### src/rtl/rvm_mem_ctrl_pkg.sv
// Shared encodings for the memory controller: access sizes, FSM states and
// the misalignment rule used when a request is granted.
package rvm_mem_ctrl_pkg;

    localparam logic [1:0] SIZE_B   = 2'b00;
    localparam logic [1:0] SIZE_H   = 2'b01;
    localparam logic [1:0] SIZE_W   = 2'b10;
    localparam logic [1:0] SIZE_R   = 2'b11;
    localparam logic [3:0] BEN_READ = 4'b0000;

    typedef enum logic [1:0] {
        ST_IDLE = 2'd0,
        ST_MEM  = 2'd1,
        ST_RSP  = 2'd2
    } state_e;

    // Reserved size is always rejected; otherwise the low address bits must
    // be aligned to the access width.
    function automatic logic addr_misaligned(input logic [1:0] size, input logic [1:0] lo);
        logic mis;
        case (size)
            SIZE_B:  mis = 1'b0;
            SIZE_H:  mis = lo[0];
            SIZE_W:  mis = (lo != 2'b00);
            default: mis = 1'b1;
        endcase
        return mis;
    endfunction

endpackage

### src/rtl/rvm_mem_ctrl_if.sv
// Bundle of the fetch port, data port and memory pins of rvm_mem_ctrl.
interface rvm_mem_ctrl_if;

    logic        i_req;
    logic [31:0] i_addr;
    logic        i_rsp_valid;
    logic [31:0] i_rdata;
    logic        i_error;

    logic        d_req;
    logic        d_wen;
    logic [1:0]  d_size;
    logic        d_signed;
    logic [31:0] d_addr;
    logic [31:0] d_wdata;
    logic        d_rsp_valid;
    logic [31:0] d_rdata;
    logic        d_error;
    logic        d_misaligned;

    logic [31:0] mem_addr;
    logic [31:0] mem_rdata;
    logic [31:0] mem_wdata;
    logic        mem_c_en;
    logic [3:0]  mem_b_en;
    logic        mem_error;
    logic        mem_stall;

    modport slave (
        input  i_req, i_addr, d_req, d_wen, d_size, d_signed, d_addr, d_wdata,
               mem_rdata, mem_error, mem_stall,
        output i_rsp_valid, i_rdata, i_error,
               d_rsp_valid, d_rdata, d_error, d_misaligned,
               mem_addr, mem_wdata, mem_c_en, mem_b_en
    );

    modport master (
        output i_req, i_addr, d_req, d_wen, d_size, d_signed, d_addr, d_wdata,
               mem_rdata, mem_error, mem_stall,
        input  i_rsp_valid, i_rdata, i_error,
               d_rsp_valid, d_rdata, d_error, d_misaligned,
               mem_addr, mem_wdata, mem_c_en, mem_b_en
    );

endinterface

### src/rtl/rvm_lane_steer.sv
// Combinational byte-lane steering: write enables and replicated store data,
// plus lane selection and sign/zero extension of load data.
module rvm_lane_steer
    import rvm_mem_ctrl_pkg::*;
(
    input  logic [1:0]  i_size,
    input  logic [1:0]  i_addr_lo,
    input  logic [31:0] i_wdata,
    input  logic [31:0] i_rdata,
    input  logic        i_signed,
    output logic [3:0]  o_b_en,
    output logic [31:0] o_wdata,
    output logic [31:0] o_rdata
);

    logic [7:0]  w_byte;
    logic [15:0] w_half;

    // Lane select and per-size steering
    always_comb begin
        w_byte  = i_rdata[{i_addr_lo, 3'b000} +: 8];
        w_half  = i_addr_lo[1] ? i_rdata[31:16] : i_rdata[15:0];
        o_b_en  = BEN_READ;
        o_wdata = 32'd0;
        o_rdata = 32'd0;
        case (i_size)
            SIZE_B: begin
                o_b_en  = 4'b0001 << i_addr_lo;
                o_wdata = {4{i_wdata[7:0]}};
                o_rdata = {{24{i_signed & w_byte[7]}}, w_byte};
            end
            SIZE_H: begin
                o_b_en  = 4'b0011 << {i_addr_lo[1], 1'b0};
                o_wdata = {2{i_wdata[15:0]}};
                o_rdata = {{16{i_signed & w_half[15]}}, w_half};
            end
            SIZE_W: begin
                o_b_en  = 4'b1111;
                o_wdata = i_wdata;
                o_rdata = i_rdata;
            end
            default: begin
                o_b_en  = BEN_READ;
                o_wdata = 32'd0;
                o_rdata = 32'd0;
            end
        endcase
    end

endmodule

### src/rtl/rvm_mem_ctrl.sv
// Shares the single memory port between instruction fetch and data access:
// arbitration, stall holding with time-out, lane steering and response pulses.
module rvm_mem_ctrl
    import rvm_mem_ctrl_pkg::*;
#(
    parameter bit          ROUND_ROBIN = 1'b1,
    parameter int unsigned STALL_LIMIT = 255
) (
    input  logic          clk,
    input  logic          resetn,
    rvm_mem_ctrl_if.slave bus
);

    state_e      r_state;
    state_e      w_state_nxt;
    logic        r_ptr_data;
    logic        w_ptr_nxt;
    logic [31:0] r_stall_cnt;
    logic [31:0] w_cnt_nxt;
    logic [31:0] w_cnt_inc;

    logic        r_is_data;
    logic        r_wen;
    logic        r_signed;
    logic [1:0]  r_size;
    logic [1:0]  r_addr_lo;

    logic        w_gnt_data;
    logic        w_grant;
    logic [1:0]  w_sel_size;
    logic [31:0] w_sel_addr;
    logic        w_sel_wen;
    logic        w_sel_signed;
    logic        w_sel_mis;

    logic [1:0]  w_st_size;
    logic [1:0]  w_st_lo;
    logic [3:0]  w_st_ben;
    logic [31:0] w_st_wdata;
    logic [31:0] w_st_rdata;

    logic        w_to_rsp;
    logic        w_rsp_is_data;
    logic        w_rsp_err;
    logic        w_rsp_mis;
    logic [31:0] w_rsp_data;
    logic        w_rsp_i;
    logic        w_rsp_d;

    logic        r_mem_c_en;
    logic [31:0] r_mem_addr;
    logic [3:0]  r_mem_b_en;
    logic [31:0] r_mem_wdata;
    logic        r_i_rsp_valid;
    logic [31:0] r_i_rdata;
    logic        r_i_error;
    logic        r_d_rsp_valid;
    logic [31:0] r_d_rdata;
    logic        r_d_error;
    logic        r_d_misaligned;

    // On a tie the pointer decides; without round-robin data always wins.
    assign w_gnt_data   = bus.d_req & (~bus.i_req | (ROUND_ROBIN == 1'b0) | r_ptr_data);
    assign w_sel_size   = w_gnt_data ? bus.d_size : SIZE_W;
    assign w_sel_addr   = w_gnt_data ? bus.d_addr : bus.i_addr;
    assign w_sel_wen    = w_gnt_data & bus.d_wen;
    assign w_sel_signed = w_gnt_data & bus.d_signed;
    assign w_sel_mis    = addr_misaligned(w_sel_size, w_sel_addr[1:0]);
    assign w_cnt_inc    = r_stall_cnt + 32'd1;

    // The steering block serves the incoming request in IDLE and the latched one afterwards
    assign w_st_size = (r_state == ST_IDLE) ? w_sel_size : r_size;
    assign w_st_lo   = (r_state == ST_IDLE) ? w_sel_addr[1:0] : r_addr_lo;

    rvm_lane_steer u_steer (
        .i_size    (w_st_size),
        .i_addr_lo (w_st_lo),
        .i_wdata   (bus.d_wdata),
        .i_rdata   (bus.mem_rdata),
        .i_signed  (r_signed),
        .o_b_en    (w_st_ben),
        .o_wdata   (w_st_wdata),
        .o_rdata   (w_st_rdata)
    );

    // Next-state, arbitration and response content
    always_comb begin
        w_state_nxt   = r_state;
        w_ptr_nxt     = r_ptr_data;
        w_cnt_nxt     = r_stall_cnt;
        w_grant       = 1'b0;
        w_to_rsp      = 1'b0;
        w_rsp_is_data = r_is_data;
        w_rsp_err     = 1'b0;
        w_rsp_mis     = 1'b0;
        w_rsp_data    = 32'd0;
        case (r_state)
            ST_IDLE: begin
                w_rsp_is_data = w_gnt_data;
                if (bus.i_req || bus.d_req) begin
                    w_grant   = 1'b1;
                    w_cnt_nxt = 32'd0;
                    if (bus.i_req && bus.d_req) begin
                        w_ptr_nxt = ~w_gnt_data;
                    end else begin
                        w_ptr_nxt = r_ptr_data;
                    end
                    if (w_sel_mis) begin
                        w_state_nxt = ST_RSP;
                        w_to_rsp    = 1'b1;
                        w_rsp_err   = 1'b1;
                        w_rsp_mis   = 1'b1;
                    end else begin
                        w_state_nxt = ST_MEM;
                    end
                end else begin
                    w_state_nxt = ST_IDLE;
                end
            end
            ST_MEM: begin
                if (!bus.mem_stall) begin
                    w_state_nxt = ST_RSP;
                    w_to_rsp    = 1'b1;
                    w_rsp_err   = bus.mem_error;
                    w_rsp_data  = (bus.mem_error || r_wen) ? 32'd0 : w_st_rdata;
                end else if ((STALL_LIMIT != 32'd0) && (w_cnt_inc == 32'(STALL_LIMIT))) begin
                    w_state_nxt = ST_RSP;
                    w_to_rsp    = 1'b1;
                    w_rsp_err   = 1'b1;
                    w_cnt_nxt   = w_cnt_inc;
                end else begin
                    w_cnt_nxt   = w_cnt_inc;
                end
            end
            ST_RSP: begin
                w_state_nxt = ST_IDLE;
            end
            default: begin
                w_state_nxt = ST_IDLE;
            end
        endcase
    end

    assign w_rsp_i = w_to_rsp & ~w_rsp_is_data;
    assign w_rsp_d = w_to_rsp & w_rsp_is_data;

    // State, arbitration pointer and stall counter
    always_ff @(posedge clk or negedge resetn) begin
        if (!resetn) begin
            r_state     <= ST_IDLE;
            r_ptr_data  <= 1'b1;
            r_stall_cnt <= 32'd0;
        end else begin
            r_state     <= w_state_nxt;
            r_ptr_data  <= w_ptr_nxt;
            r_stall_cnt <= w_cnt_nxt;
        end
    end

    // Request fields captured at grant
    always_ff @(posedge clk or negedge resetn) begin
        if (!resetn) begin
            r_is_data <= 1'b0;
            r_wen     <= 1'b0;
            r_signed  <= 1'b0;
            r_size    <= SIZE_B;
            r_addr_lo <= 2'b00;
        end else if (w_grant) begin
            r_is_data <= w_gnt_data;
            r_wen     <= w_sel_wen;
            r_signed  <= w_sel_signed;
            r_size    <= w_sel_size;
            r_addr_lo <= w_sel_addr[1:0];
        end
    end

    // Memory pins: loaded at grant, held through stalls, cleared outside MEM
    always_ff @(posedge clk or negedge resetn) begin
        if (!resetn) begin
            r_mem_c_en  <= 1'b0;
            r_mem_addr  <= 32'd0;
            r_mem_b_en  <= BEN_READ;
            r_mem_wdata <= 32'd0;
        end else begin
            r_mem_c_en <= (w_state_nxt == ST_MEM);
            if (w_grant && !w_sel_mis) begin
                r_mem_addr  <= {w_sel_addr[31:2], 2'b00};
                r_mem_b_en  <= w_sel_wen ? w_st_ben : BEN_READ;
                r_mem_wdata <= w_sel_wen ? w_st_wdata : 32'd0;
            end else if (w_state_nxt != ST_MEM) begin
                r_mem_addr  <= 32'd0;
                r_mem_b_en  <= BEN_READ;
                r_mem_wdata <= 32'd0;
            end
        end
    end

    // Response pins: one-cycle pulse with data, zero otherwise
    always_ff @(posedge clk or negedge resetn) begin
        if (!resetn) begin
            r_i_rsp_valid  <= 1'b0;
            r_i_rdata      <= 32'd0;
            r_i_error      <= 1'b0;
            r_d_rsp_valid  <= 1'b0;
            r_d_rdata      <= 32'd0;
            r_d_error      <= 1'b0;
            r_d_misaligned <= 1'b0;
        end else begin
            r_i_rsp_valid  <= w_rsp_i;
            r_i_rdata      <= w_rsp_i ? w_rsp_data : 32'd0;
            r_i_error      <= w_rsp_i & w_rsp_err;
            r_d_rsp_valid  <= w_rsp_d;
            r_d_rdata      <= w_rsp_d ? w_rsp_data : 32'd0;
            r_d_error      <= w_rsp_d & w_rsp_err;
            r_d_misaligned <= w_rsp_d & w_rsp_mis;
        end
    end

    assign bus.mem_c_en     = r_mem_c_en;
    assign bus.mem_addr     = r_mem_addr;
    assign bus.mem_b_en     = r_mem_b_en;
    assign bus.mem_wdata    = r_mem_wdata;
    assign bus.i_rsp_valid  = r_i_rsp_valid;
    assign bus.i_rdata      = r_i_rdata;
    assign bus.i_error      = r_i_error;
    assign bus.d_rsp_valid  = r_d_rsp_valid;
    assign bus.d_rdata      = r_d_rdata;
    assign bus.d_error      = r_d_error;
    assign bus.d_misaligned = r_d_misaligned;

endmodule

### src/flat_wrapper.sv
// flat-port wrapper written by rule: the top's interface ports become plain ports
module rvm_mem_ctrl_flat import rvm_mem_ctrl_pkg::*;
#(
    parameter bit          ROUND_ROBIN = 1'b1,
    parameter int unsigned STALL_LIMIT = 255
)
  (clk, resetn, bus_i_req, bus_i_addr, bus_d_req, bus_d_wen, bus_d_size, bus_d_signed, bus_d_addr, bus_d_wdata, bus_mem_rdata, bus_mem_error, bus_mem_stall, bus_i_rsp_valid, bus_i_rdata, bus_i_error, bus_d_rsp_valid, bus_d_rdata, bus_d_error, bus_d_misaligned, bus_mem_addr, bus_mem_wdata, bus_mem_c_en, bus_mem_b_en);
  rvm_mem_ctrl_if bus_i ();
  input  logic clk;
  input  logic resetn;
  input wire logic [$bits(bus_i.i_req)-1:0] bus_i_req;
  input wire logic [$bits(bus_i.i_addr)-1:0] bus_i_addr;
  input wire logic [$bits(bus_i.d_req)-1:0] bus_d_req;
  input wire logic [$bits(bus_i.d_wen)-1:0] bus_d_wen;
  input wire logic [$bits(bus_i.d_size)-1:0] bus_d_size;
  input wire logic [$bits(bus_i.d_signed)-1:0] bus_d_signed;
  input wire logic [$bits(bus_i.d_addr)-1:0] bus_d_addr;
  input wire logic [$bits(bus_i.d_wdata)-1:0] bus_d_wdata;
  input wire logic [$bits(bus_i.mem_rdata)-1:0] bus_mem_rdata;
  input wire logic [$bits(bus_i.mem_error)-1:0] bus_mem_error;
  input wire logic [$bits(bus_i.mem_stall)-1:0] bus_mem_stall;
  output wire logic [$bits(bus_i.i_rsp_valid)-1:0] bus_i_rsp_valid;
  output wire logic [$bits(bus_i.i_rdata)-1:0] bus_i_rdata;
  output wire logic [$bits(bus_i.i_error)-1:0] bus_i_error;
  output wire logic [$bits(bus_i.d_rsp_valid)-1:0] bus_d_rsp_valid;
  output wire logic [$bits(bus_i.d_rdata)-1:0] bus_d_rdata;
  output wire logic [$bits(bus_i.d_error)-1:0] bus_d_error;
  output wire logic [$bits(bus_i.d_misaligned)-1:0] bus_d_misaligned;
  output wire logic [$bits(bus_i.mem_addr)-1:0] bus_mem_addr;
  output wire logic [$bits(bus_i.mem_wdata)-1:0] bus_mem_wdata;
  output wire logic [$bits(bus_i.mem_c_en)-1:0] bus_mem_c_en;
  output wire logic [$bits(bus_i.mem_b_en)-1:0] bus_mem_b_en;
  assign bus_i.i_req = bus_i_req;
  assign bus_i.i_addr = bus_i_addr;
  assign bus_i.d_req = bus_d_req;
  assign bus_i.d_wen = bus_d_wen;
  assign bus_i.d_size = bus_d_size;
  assign bus_i.d_signed = bus_d_signed;
  assign bus_i.d_addr = bus_d_addr;
  assign bus_i.d_wdata = bus_d_wdata;
  assign bus_i.mem_rdata = bus_mem_rdata;
  assign bus_i.mem_error = bus_mem_error;
  assign bus_i.mem_stall = bus_mem_stall;
  assign bus_i_rsp_valid = bus_i.i_rsp_valid;
  assign bus_i_rdata = bus_i.i_rdata;
  assign bus_i_error = bus_i.i_error;
  assign bus_d_rsp_valid = bus_i.d_rsp_valid;
  assign bus_d_rdata = bus_i.d_rdata;
  assign bus_d_error = bus_i.d_error;
  assign bus_d_misaligned = bus_i.d_misaligned;
  assign bus_mem_addr = bus_i.mem_addr;
  assign bus_mem_wdata = bus_i.mem_wdata;
  assign bus_mem_c_en = bus_i.mem_c_en;
  assign bus_mem_b_en = bus_i.mem_b_en;
  rvm_mem_ctrl #(.ROUND_ROBIN(ROUND_ROBIN), .STALL_LIMIT(STALL_LIMIT)) u_core (.clk(clk), .resetn(resetn), .bus(bus_i));
endmodule
### config.mk
export PLATFORM = sky130hd
export DESIGN_NAME = rvm_mem_ctrl_flat
export DESIGN_NICKNAME = d
export VERILOG_FILES = /design/src/rtl/rvm_mem_ctrl_pkg.sv /design/src/rtl/rvm_mem_ctrl_if.sv /design/src/rtl/rvm_lane_steer.sv /design/src/rtl/rvm_mem_ctrl.sv /design/src/flat_wrapper.sv
export SDC_FILE = /design/constraint.sdc
export NUM_CORES = 1
export LEC_CHECK = 0
export BUFFER_PORTS_ARGS = -buffer_cell sky130_fd_sc_hd__buf_2
export CORE_ASPECT_RATIO = 0.5
export CORE_UTILIZATION = 35
export CTS_CLUSTER_SIZE = 10
export DETAILED_ROUTE_END_ITERATION = 16
export PLACE_DENSITY = 0.66
export SETUP_SLACK_MARGIN = 0.3
export SLEW_MARGIN = 40
export SYNTH_ARGS = -nofsm -noshare
export SYNTH_HDL_FRONTEND = slang
export SYNTH_SLANG_ARGS = --single-unit
### constraint.sdc
create_clock -name clk -period 7.21 [get_ports clk]
set_clock_uncertainty 0.1 [all_clocks]
set_input_delay 1.8025 -clock clk [delete_from_list [all_inputs] [get_ports clk]]
set_output_delay 1.8025 -clock clk [all_outputs]
set_load 0.05 [all_outputs]
# ---- Word level (Yosys, flattened, before mapping)
# Index checks and enable logic that the tools add are counted.
dict set report op_classes {
  n_addsub 1
  mul 0
  div_mod_pow 0
  magnitude_cmp 0
  n_eq_ne 10
  shift 3
  muxes 40
  bitwise_logic 14
  reduce_logical 13
}
# operator count
set op_table {}
lappend op_table {{two-way mux 32 bit} 12}
lappend op_table {{case mux 32 bit (3 select lines)} 2}
lappend op_table {{case mux 32 bit (2 select lines)} 1}
lappend op_table {{adder 32 x 1 -> 32 bit (second input constant)} 1}
lappend op_table {{== test 32 x 8 -> 1 bit (second input constant)} 1}
lappend op_table {{variable part select 32 x 6 -> 8 bit} 1}
lappend op_table {{two-way mux 16 bit} 1}
lappend op_table {{two-way mux 2 bit} 7}
lappend op_table {{two-way mux 4 bit} 3}
lappend op_table {{case mux 4 bit (3 select lines)} 1}
lappend op_table {{bitwise AND 1 bit} 10}
lappend op_table {{two-way mux 1 bit} 9}
lappend op_table {{== test 2 x 1 -> 1 bit (second input constant)} 4}
lappend op_table {{zero test 2 bit} 3}
lappend op_table {{AND reduction 3 bit} 2}
lappend op_table {{nonzero test 2 bit} 3}
lappend op_table {{== test 2 bit (second input constant)} 2}
lappend op_table {{inequality test 2 bit (second input constant)} 2}
lappend op_table {{case mux 1 bit (2 select lines)} 2}
lappend op_table {{case mux 2 bit (2 select lines)} 1}
lappend op_table {{<< shifter 1 x 2 -> 4 bit (first input constant)} 1}
lappend op_table {{<< shifter 2 x 2 -> 4 bit (first input constant)} 1}
lappend op_table {{inverter 1 bit} 3}
lappend op_table {{case mux 1 bit (3 select lines)} 1}
lappend op_table {{other kinds (5)} 7}
dict set report word_totals {
  regBits 180
  latchBits 0
  ramBits 0
  romBits 0
  input_bits 138
  out_inout_bits 138
  memories 0
}

# ---- Logic depth before layout (Yosys ltp)
dict set report logic_depth {
  ltp_word 12
  mapped_depth 11
}

# ---- By module
# A second synthesis with hierarchy kept.
dict set report hier_totals {
  hier_cells 887
  hier_area_um2 8753.4
}
# mod instances cells_each area_each_um2 seq_area_each_um2
set modules_own_cells {}
lappend modules_own_cells {rvm_mem_ctrl 1 703 7614.8 4455.5}
lappend modules_own_cells {rvm_lane_steer 1 184 1138.6 0.0}

# ---- Worst setup path after synthesis
# No wires, ideal clock.
dict set report synth_timing {
  path_kind {in2reg}
  from {input bus_d_req}
  to {register u_core.r_d_rdata[10], in the netlist u_core.bus.d_rdata[10]}
  setup_ps 74
  arrival_time_ps 3824
  t_required_ps 7036
  path_slack_ps 3212
  cell_stages 8
  path_cell_list {clkbuf_1 > nand2_1 > o32ai_1 > and3_1 > clkbuf_1 > buf_2 > a221oi_1 > nor2_1}
}
dict set report synth_via {
  elab_chain_cells 10
  word_cells_on_any_way 27
  cone_classes {eq/ne: 4; shift: 1; mux: 15; bitwise: 3; reduce/logical: 4}
}
# item line_no
set synth_lines {}
lappend synth_lines {{from (decl)} flat_wrapper.sv:13} ;# input wire logic [$bits(bus_i.d_req)-1:0] bus_d_req;
lappend synth_lines {{bitwise AND 1 bit} rvm_mem_ctrl.sv:63} ;# assign w_gnt_data = bus.d_req & (~bus.i_req | (ROUND_ROBIN == 1'b0) | r_ptr_data);
lappend synth_lines {{two-way mux 32 bit} rvm_mem_ctrl.sv:65} ;# assign w_sel_addr = w_gnt_data ? bus.d_addr : bus.i_addr;
lappend synth_lines {{two-way mux 2 bit} rvm_mem_ctrl.sv:73} ;# assign w_st_lo = (r_state == ST_IDLE) ? w_sel_addr[1:0] : r_addr_lo;
lappend synth_lines {{variable part select 32 x 6 -> 8 bit} rvm_lane_steer.sv:21} ;# w_byte = i_rdata[{i_addr_lo, 3'b000} +: 8];
lappend synth_lines {{bitwise AND 1 bit} rvm_lane_steer.sv:30} ;# o_rdata = {{24{i_signed & w_byte[7]}}, w_byte};
lappend synth_lines {{case mux 32 bit (3 select lines)} rvm_lane_steer.sv:26} ;# case (i_size)
lappend synth_lines {{two-way mux 32 bit} rvm_mem_ctrl.sv:125} ;# w_rsp_data = (bus.mem_error || r_wen) ? 32'd0 : w_st_rdata;
lappend synth_lines {{two-way mux 32 bit} rvm_mem_ctrl.sv:121} ;# if (!bus.mem_stall) begin
lappend synth_lines {{two-way mux 32 bit} rvm_mem_ctrl.sv:97} ;# case (r_state)
lappend synth_lines {{two-way mux 32 bit (*)} rvm_mem_ctrl.sv:213} ;# r_d_rdata <= w_rsp_d ? w_rsp_data : 32'd0;
lappend synth_lines {{to (signal assigned)} rvm_mem_ctrl.sv:213}
lappend synth_lines {{to (decl)} rvm_mem_ctrl.sv:58} ;# logic [31:0] r_d_rdata;
# Every way passes the cells marked *; elsewhere a longest branch is shown, timed or not.
# A chain may end at the register's enable or synchronous reset.

# ---- Worst setup path after layout
dict set report layout_timing {
  from {input bus_i_req}
  to {register u_core.r_d_rdata[11], in the netlist u_core.bus.d_rdata[11]}
}
dict set report layout_via {
  elab_chain_cells 12
  word_cells_on_any_way 29
  cone_classes {eq/ne: 4; shift: 1; mux: 15; bitwise: 5; reduce/logical: 4}
}
# item line_no
set layout_lines {}
lappend layout_lines {{from (decl)} flat_wrapper.sv:11} ;# input wire logic [$bits(bus_i.i_req)-1:0] bus_i_req;
lappend layout_lines {{inverter 1 bit} rvm_mem_ctrl.sv:63}
lappend layout_lines {{bitwise OR 1 bit} rvm_mem_ctrl.sv:63}
lappend layout_lines {{bitwise AND 1 bit} rvm_mem_ctrl.sv:63}
lappend layout_lines {{two-way mux 32 bit} rvm_mem_ctrl.sv:65}
lappend layout_lines {{two-way mux 2 bit} rvm_mem_ctrl.sv:73}
lappend layout_lines {{variable part select 32 x 6 -> 8 bit} rvm_lane_steer.sv:21}
lappend layout_lines {{bitwise AND 1 bit} rvm_lane_steer.sv:30}
lappend layout_lines {{case mux 32 bit (3 select lines)} rvm_lane_steer.sv:26}
lappend layout_lines {{two-way mux 32 bit} rvm_mem_ctrl.sv:125}
lappend layout_lines {{two-way mux 32 bit} rvm_mem_ctrl.sv:121}
lappend layout_lines {{two-way mux 32 bit} rvm_mem_ctrl.sv:97}
lappend layout_lines {{two-way mux 32 bit (*)} rvm_mem_ctrl.sv:213}
# Marks and branches as above.

==> results.md <==
* Max incr delay on CP at around 0.62 ns
* Internal power at 1.94 mW
* Largest net degree at the start of global routing at 64
* Share of cells above drive strength 1 at 0.303
* Die Footprint at 25600 um^2
* Drt wl/cell at 18.7 um
* Initial antenna violation count at 0
* # resized after CTS at 0
* DIE HEIGHT at 114 um
* Most frequent cells in the layout: buf_2 (272), dfrtp_1 (177), nor2_1 (98)
* Clk sinks at ~180
* Clk_lat worst skew at approximately 0.43 ns
* Comb power frac at 0.368
* Final WL at approximately 27000 um
* Max clock buf depth at 2
* Worst-margin pin slew at 0.762 ns
* Slowest CP cell: o21a_1
* Total number of vias at between 8k and 9k
* CTS buffer count at 17
* Period utilization at 0.581
* DRT antenna net count at 0
* Critical Path Source Type: input pin
* DRC at 0
* Setup Fix Bufs, Post-CTS at 0
* Hold Buf Count CTS at 0
* H-tree depth at 4
* Post-synthesis cell count at 871
* FFs w/ async S/R, synth at 1.00
* Worst slew margin at 0.487
* DRT iter0 DRCs at around 760
* Area growth syn-to-layout at 25.4%
* Initial Util at 0.361
* Final Wtd Congestion at between 0.8 and 0.9
* Crit path time final at approximately 4.2 ns
* Unrepaired setup endpoints after global routing: false
* Top cell by count, worst path: a21oi_1
* Yosys cell types at 64
* Leak Pwr at 5.40 nW
* Total grt overflow at 0
* Fin nets at roughly 1.3k
* Ports at 276
* Max cap viols at 0
* Seq cells post-synth at around 180
* Register area share after synthesis at 0.510
* Via density at about 5.5
* CP max FO at 28
* Cells along the critical path: buf_2 -> nor2b_1 -> nor2_1 -> a21oi_1 -> a31o_2 -> o21a_1 -> a221oi_1 -> a21oi_1
* Worst Path Class, Setup: input pin to flip-flop
* Port Buf Inserts at about 270
* Clk slew on worst S/H paths at about 0.060 ns
* Commonest non-fill, non-tap cell in the layout: buf_2
* Switching share of power at 0.405
* Critical path arrival at around 4.4 ns
* First-pass GRT wire length at around 43000 um
* Number of global-route vias before repair at 7698
* Fillers at between 2k and 2.5k
* Pwr Density at 298 nW/um^2
* Setup TNS at 0 ns
* Fin. max-slew vios at 0
* Outcome: finished, final reports clean
* Ys Warns at 0
* Setup violation total in the final timing report at 0
* Fraction of power consumed by sequential logic at 0.356
* Top_reg_cell synth: dfrtp_1
* Post-synth EDFFs at 0
* Top Family by Delay on Critical Path: compound AO/OA/AOI/OAI gates
* Psw at about 1.3 mW
* Critical path endpoint category: flip-flop
* Final hold vios at 0
* Dpl hpwl at a little under 20000 um
* Synth Cell Area at about 8700 um^2
* Clk pwr share at 0.276
* Rows at 40
* Hold Path Class: flip-flop to flip-flop
* Critical Path RT at around 7.5 ns
* Max Clk Rate at ~240 MHz
* Buf/Inv on CP at 1
* Placeable Area at between 20000 and 25000 um^2
* Mapped Avg Cell Area at 10.0 um^2
* First drt pass iteration count at 5
* DIE WIDTH at about 230 um
* Peak VDD IR at ~190 uV
* Final design utilization at 0.452
* CTS root buffer: clkbuf_16
* Antenna cells at 0
* Tot GR Track Use at 0.215
* CTS tree: done
kinds of logic after synthesis:
group / count (synthesis) / synth area share
AO/OA/AOI/OAI: 277 / 0.223
AND/OR/NAND/NOR: 267 / 0.147
flip-flops: 178 / 0.510
buffers and inverters: 74 / 0.0367
multiplexers: 54 / 0.0619
XOR/XNOR: 18 / 0.0180
adder cells (fa/ha/maj): 2 / 0.00286
other: 1 / 0.000429
per-layer routing:
layer | GRT usage | share of wire | vias up
met5 | 0 | 0 | -
met4 | 0.0644 | 0.017 | 0
met3 | 0.0374 | 0.050 | 43
met2 | 0.355 | 0.50 | 302
met1 | 0.289 | 0.43 | 3993
li1 | - | - | 3701
state kept, by name, indices dropped and copies added (netlist names):
| signal | flops |
|---|---|
| u_core.bus.d_rdata | 32 |
| u_core.bus.i_rdata | 32 |
| u_core.bus.mem_wdata | 32 |
| u_core.r_stall_cnt | 32 |
| u_core.bus.mem_addr | 30 |
| u_core.bus.mem_b_en | 4 |
| u_core.r_addr_lo | 2 |
| u_core.r_size | 2 |
| u_core.r_state | 2 |
| u_core.bus.d_error | 1 |
| u_core.bus.d_misaligned | 1 |
| u_core.bus.d_rsp_valid | 1 |
| u_core.bus.i_error | 1 |
| u_core.bus.i_rsp_valid | 1 |
| u_core.bus.mem_c_en | 1 |
| u_core.r_is_data | 1 |
| u_core.r_ptr_data | 1 |
| u_core.r_signed | 1 |
| u_core.r_wen | 1 |
final timing paths:
check                                                  endpoint  slack, ns                               start  cells after the start
max                            u_core.bus.d_rdata[11]$_DFF_PN0_       3.02                           bus_i_req                      8
min                          u_core.bus.mem_b_en[2]$_DFFE_PN0P_       0.38  u_core.bus.mem_b_en[2]$_DFFE_PN0P_                      1
max reg2reg                u_core.bus.mem_wdata[31]$_DFFE_PN0P_       3.25   u_core.r_stall_cnt[0]$_DFFE_PN0P_                     10
min reg2reg                  u_core.bus.mem_b_en[2]$_DFFE_PN0P_       0.38  u_core.bus.mem_b_en[2]$_DFFE_PN0P_                      1
max in group asynchronous      u_core.bus.i_rdata[29]$_DFF_PN0_       4.57                              resetn                      2
min in group asynchronous    u_core.bus.mem_addr[4]$_DFFE_PN0P_       1.25                              resetn                      1
layout make-up:
| class | count | area, um^2 | area share |
|---|---|---|---|
| multi-input cells | 620 | 4010 | 0.366 |
| clock inverters | 10 | 101 | 0.00925 |
| clock buffers | 22 | 464 | 0.0424 |
| inverters | 7 | 26.3 | 0.00240 |
| flip-flops and latches | 178 | 4460 | 0.407 |
| well taps | 336 | 420 | 0.0384 |
| repair buffers | 286 | 1480 | 0.135 |
synth_stat cells (10+ instances only):
cell / number / area, um^2
nand3_1: 19 / 95.1
a31oi_1: 10 / 62.6
dfrtp_1: 177 / 4430
o22ai_1: 13 / 81.3
nand2b_1: 10 / 62.6
a21oi_1: 44 / 220
and3_1: 11 / 68.8
a22o_1: 17 / 149
nor2_1: 100 / 375
nor3_1: 13 / 65.1
a221oi_1: 16 / 140
a22oi_1: 18 / 135
mux2i_1: 54 / 541
o2bb2ai_1: 48 / 420
clkbuf_1: 49 / 184
o21ai_0: 55 / 275
nand4_1: 17 / 106
nand2_1: 62 / 233
power groups by stage:
stage | Combinational [mW] | Clock [mW] | Sequential [mW]
2_1_floorplan | 0.642 | 0 | 1.38
3_5_place_dp | 1.19 | 0 | 1.18
5_1_grt | 1.30 | 0.964 | 1.17
4_1_cts | 1.19 | 0.916 | 1.16
6_report | 1.20 | 0.903 | 1.16
3_3_place_gp | 1.16 | 0 | 1.18
stage by stage:
step	instances	setup slack, ns	cell area [um^2]	hold WS, ns	total power, mW
2_1_floorplan	872	3.21	8740	0.341	2.02
4_1_cts	1459	3.13	10900	0.381	3.27
6_report	1459	3.02	11000	0.379	3.27
3_5_place_dp	1427	2.68	10400	0.367	2.36
3_3_place_gp	1425	2.72	10300	0.363	2.33
5_1_grt	1459	2.85	11000	0.397	3.43
Note: power is estimated with default switching activity, not from simulation.
